### src/rtl/fpu_issue_ctrl.sv
// fpu_issue_ctrl: issues one FP op to the pipelined FP ALU, holds its inputs for the op latency, then captures result/flags.
module fpu_issue_ctrl #(
    parameter int LAT_ADDSUB = 7,
    parameter int LAT_MUL    = 5,
    parameter int LAT_DIV    = 6,
    parameter int LAT_SQRT   = 16,
    parameter int LAT_CMP    = 1,
    parameter int LAT_CVT    = 6,
    parameter int LAT_COMB   = 0
) (
    input  logic        iclock,
    input  logic        ireset,
    input  logic        istart,
    input  logic [3:0]  iop,
    input  logic [31:0] ia,
    input  logic [31:0] ib,
    output logic        obusy,
    output logic        odone,
    output logic        oillegal,
    output logic [31:0] oresult,
    output logic        onan,
    output logic        ozero,
    output logic        ooverflow,
    output logic        ounderflow,
    output logic        ocompresult,
    output logic [3:0]  ofpu_control,
    output logic [31:0] ofpu_dataa,
    output logic [31:0] ofpu_datab,
    input  logic [31:0] ifpu_result,
    input  logic        ifpu_nan,
    input  logic        ifpu_zero,
    input  logic        ifpu_overflow,
    input  logic        ifpu_underflow,
    input  logic        ifpu_compresult
);
    localparam logic [3:0] OPADDS  = 4'd0;
    localparam logic [3:0] OPSUBS  = 4'd1;
    localparam logic [3:0] OPMULS  = 4'd2;
    localparam logic [3:0] OPDIVS  = 4'd3;
    localparam logic [3:0] OPSQRT  = 4'd4;
    localparam logic [3:0] OPABS   = 4'd5;
    localparam logic [3:0] OPNEG   = 4'd6;
    localparam logic [3:0] OPCEQ   = 4'd7;
    localparam logic [3:0] OPCLT   = 4'd8;
    localparam logic [3:0] OPCLE   = 4'd9;
    localparam logic [3:0] OPCVTSW = 4'd10;
    localparam logic [3:0] OPCVTWS = 4'd11;

    typedef enum logic [1:0] {IDLE, WAIT, DONE} state_t;

    state_t      state, state_nx;
    logic [4:0]  cnt;
    logic        accept, capture;
    logic        op_cmp, op_res_only, op_full, op_illegal;

    function automatic logic [4:0] lat_of(input logic [3:0] op);
        case (op)
            OPADDS, OPSUBS:   lat_of = 5'(LAT_ADDSUB);
            OPMULS:           lat_of = 5'(LAT_MUL);
            OPDIVS:           lat_of = 5'(LAT_DIV);
            OPSQRT:           lat_of = 5'(LAT_SQRT);
            OPCEQ, OPCLT, OPCLE: lat_of = 5'(LAT_CMP);
            OPCVTSW, OPCVTWS: lat_of = 5'(LAT_CVT);
            OPABS, OPNEG:     lat_of = 5'(LAT_COMB);
            default:          lat_of = 5'd0;
        endcase
    endfunction

    // Capture rules are decoded from the held op, which stays valid through the DONE cycle.
    assign op_cmp      = ofpu_control inside {OPCEQ, OPCLT, OPCLE};
    assign op_res_only = ofpu_control inside {OPNEG, OPCVTSW};
    assign op_full     = ofpu_control inside {OPADDS, OPSUBS, OPMULS, OPDIVS, OPSQRT, OPABS, OPCVTWS};
    assign op_illegal  = ofpu_control > OPCVTWS;

    assign accept   = istart && state != WAIT;
    assign capture  = state == WAIT && cnt == 5'd0;
    assign obusy    = state == WAIT;
    assign odone    = state == DONE;
    assign oillegal = odone && op_illegal;

    always_ff @(posedge iclock or posedge ireset) begin
        if (ireset) state <= IDLE;
        else        state <= state_nx;
    end

    always_comb begin
        state_nx = IDLE;
        state_nx = accept ? WAIT : capture ? DONE : obusy ? WAIT : IDLE;
    end

    always_ff @(posedge iclock or posedge ireset) begin
        if (ireset) begin
            cnt          <= '0;
            ofpu_control <= '0;
            ofpu_dataa   <= '0;
            ofpu_datab   <= '0;
            oresult      <= '0;
            onan         <= 1'b0;
            ozero        <= 1'b0;
            ooverflow    <= 1'b0;
            ounderflow   <= 1'b0;
            ocompresult  <= 1'b0;
        end else begin
            if (accept) begin
                ofpu_control <= iop;
                ofpu_dataa   <= ia;
                ofpu_datab   <= ib;
                cnt          <= lat_of(iop);
            end else if (obusy && cnt != 5'd0) begin
                cnt <= cnt - 5'd1;
            end
            if (capture) begin
                oresult     <= (op_full || op_res_only) ? ifpu_result : 32'd0;
                onan        <= op_full && ifpu_nan;
                ozero       <= op_full && ifpu_zero;
                ooverflow   <= op_full && ifpu_overflow;
                ounderflow  <= op_full && ifpu_underflow;
                ocompresult <= op_cmp && ifpu_compresult;
            end
        end
    end
endmodule

### config.mk
export PLATFORM = sky130hd
export DESIGN_NAME = fpu_issue_ctrl
export DESIGN_NICKNAME = d
export VERILOG_FILES = /design/src/rtl/fpu_issue_ctrl.sv
export SDC_FILE = /design/constraint.sdc
export NUM_CORES = 1
export LEC_CHECK = 0
export ABC_AREA = 1
export BUFFER_PORTS_ARGS = -buffer_cell sky130_fd_sc_hd__buf_4
export CAP_MARGIN = 0
export CORE_MARGIN = 2
export CORE_UTILIZATION = 46
export CTS_CLUSTER_DIAMETER = 50
export DETAILED_ROUTE_END_ITERATION = 8
export PLACE_DENSITY = 0.9
export SYNTH_ARGS = -nofsm -noshare
export SYNTH_HDL_FRONTEND = slang
export SYNTH_SLANG_ARGS = --single-unit
### constraint.sdc
create_clock -name iclock -period 5.6 [get_ports iclock]
set_input_delay 1.4 -clock iclock [delete_from_list [all_inputs] [get_ports iclock]]
set_output_delay 1.4 -clock iclock [all_outputs]
set_load 0.05 [all_outputs]
==> metrics <==
outcome=finished, final reports clean; initial detailed-routing violation count=229; Max VDD drop=388 uV; crit path launch type=primary input; Vias/cell=4.75; layout cells sized above 1=0.329; Place WS=2.10 ns; max-cap check violation count=0; clk buf depth=2; met2 usage=0.350; First-pass DRT Iterations=4; Vias=4,119; FF+latch area=0.00280 mm2; CTS tree=built; post-route ant nets=0; first-pass GRT wire length=18.6 mm; Layout Utilization=0.664; Final Power=4770 uW; hold crit path type=flop to flop; crit share post-route=0.557; Die ar.=0.0108 mm2; Nets=839; Most used DFF post-synth=dfrtp_1; busiest grt layer=met2; clk_skew=0.00869 ns; Async S/R FF share, synth=1.00; multi-input logic area=0.00152 mm2; Area Growth Syn to Fin=41.0%; wire length after detailed routing=11.2 mm; worst-margin pin slew=1.29 ns; leading cell type in the layout, fill and taps excluded=nand2_1; Rows=36; final worst slack=2.48 ns; maximum fanout along the worst path=81; endpoints failing setup=0; clock sinks=112; crit path kind=primary input to flop; fmax=320 MHz; root buf cell=clkbuf_8; Resized cells post-CTS=0; EDFF count, synth=0; fin area=0.00646 mm2; critical path required time=5.89 ns; Worst setup EP type=flop; synthesized instance count=528; Setup TNS Final=0 ns; commonest non-fill, non-tap cells in the layout=nand2_1, buf_4, dfrtp_1, nand3_1, inv_1; RSZ-0062 raised after global routing=no; io pins=216; DPL Wire Length=8.07 mm; RePlAce Congestion=0.850; Port-buffer cells=215; Initial Util=0.471; area of placed instances=0.00619 mm2; Yosys reg bits=112; endpoints failing hold=0; hold-fix buffers at CTS=0; fillers=760; Post-Synthesis Mean Instance Area=8.67 um2; clock latency on the worst-skew pair=0.36 ns; Horiz. Die Dim=104 um; Syn Nets=637; GR Layer Usage met1=0.271; mapped cell area=0.00458 mm2; Seq/Total Area, Yosys=0.612; warning count from the yosys run=0; post-CTS setup buffer count=0; GRT overflow=0; Final min period=3.12 ns; H-tree depth=3; Leakage=0.00370 uW; DRC=0; Routed WL per cell=12.9 um; Die Ht=104 um; initial antenna violation count=0; Max transition margin=0.138; Cell variety after synth=23; vias in the first global route=3,982; largest net degree at the start of global routing=82; core area=0.00973 mm2; Clock transition at path regs=0.09 ns; Power Density=739 mW/mm2; Pins Over Slew Limit=0; met3 global-route usage=0.0491; diode count=0; Global Route Usage Sum=0.210; WP data arrival=3.41 ns; TritonCTS buffer count=9
## sequential cells by signal, summed over array words and instances, names as in the netlist
register / count
cnt: 5
ozero: 1
ocompresult: 1
ofpu_dataa: 32
onan: 1
ofpu_control: 4
state: 2
ooverflow: 1
oresult: 32
ofpu_datab: 32
ounderflow: 1
## area by class of cell
type / instances / area share
Clock buffer: 11 / 0.0219
Clock inverter: 5 / 0.0198
Inverter: 19 / 0.0114
Multi-Input combinational cell: 371 / 0.235
Sequential cell: 112 / 0.434
Tap cell: 133 / 0.0258
Timing Repair Buffer: 217 / 0.252
## metrics by stage
| stage | instances | hold slack [ns] |
|---|---|---|
| 3_5_place_dp | 852 | 0.466 |
| 3_3_place_gp | 852 | 0.463 |
| 2_1_floorplan | 528 | 0.476 |
| 5_1_grt | 868 | 0.516 |
| 6_report | 868 | 0.490 |
| 4_1_cts | 868 | 0.493 |
## critical path, cell delays in order
cell	delay, ns
buf_4	0.11
nand2_2	0.05
buf_4	0.56
inv_2	0.63
or2_1	0.39
nand2_1	0.06
nand2_1	0.05
nand2_1	0.06
## routing by layer
layer	wire (um)	part of all wire	vias up
met5	0	0	-
met4	184	0.016	0
met3	850	0.076	15
met2	5360	0.48	183
met1	4820	0.43	1897
li1	-	-	2024
## worst paths after layout
kind,start,end,slack (ns),depth (start not counted)
max,istart,cnt[1],2.48,8
min,oresult[16],oresult[16],0.49,2
max reg2reg,state[1],cnt[1],3.10,9
min reg2reg,oresult[16],oresult[16],0.49,2
max in group asynchronous,ireset,ofpu_dataa[6],3.34,3
min in group asynchronous,ireset,oresult[17],1.19,2
## logic make-up after synthesis
kind of cell             Yosys count  share of synthesized area
flip-flops                       112                      0.612
buffers and inverters             45                     0.0579
AO/OA/AOI/OAI                     12                     0.0137
adder cells (fa/ha/maj)            1                    0.00273
AND/OR/NAND/NOR                  357                      0.312
XOR/XNOR                           1                    0.00191
## power by group
group          internal [uW]  switching (uW)  leakage, uW
sequential              1180             235      0.00140
clock                    355             256     0.000130
combinational            751            1990      0.00216
## cells in the mapped netlist (all sizes together), types with 2 or more instances
library cell  instances  area share
inv                  19       0.016
buf                  26       0.042
o21ai                10       0.011
nand3                44       0.049
nor3                  2      0.0022
nand4                 2      0.0027
nor2                  8      0.0087
dfrtp               112        0.61
nand2               299        0.25
Power figures use the tool's default switching activity.
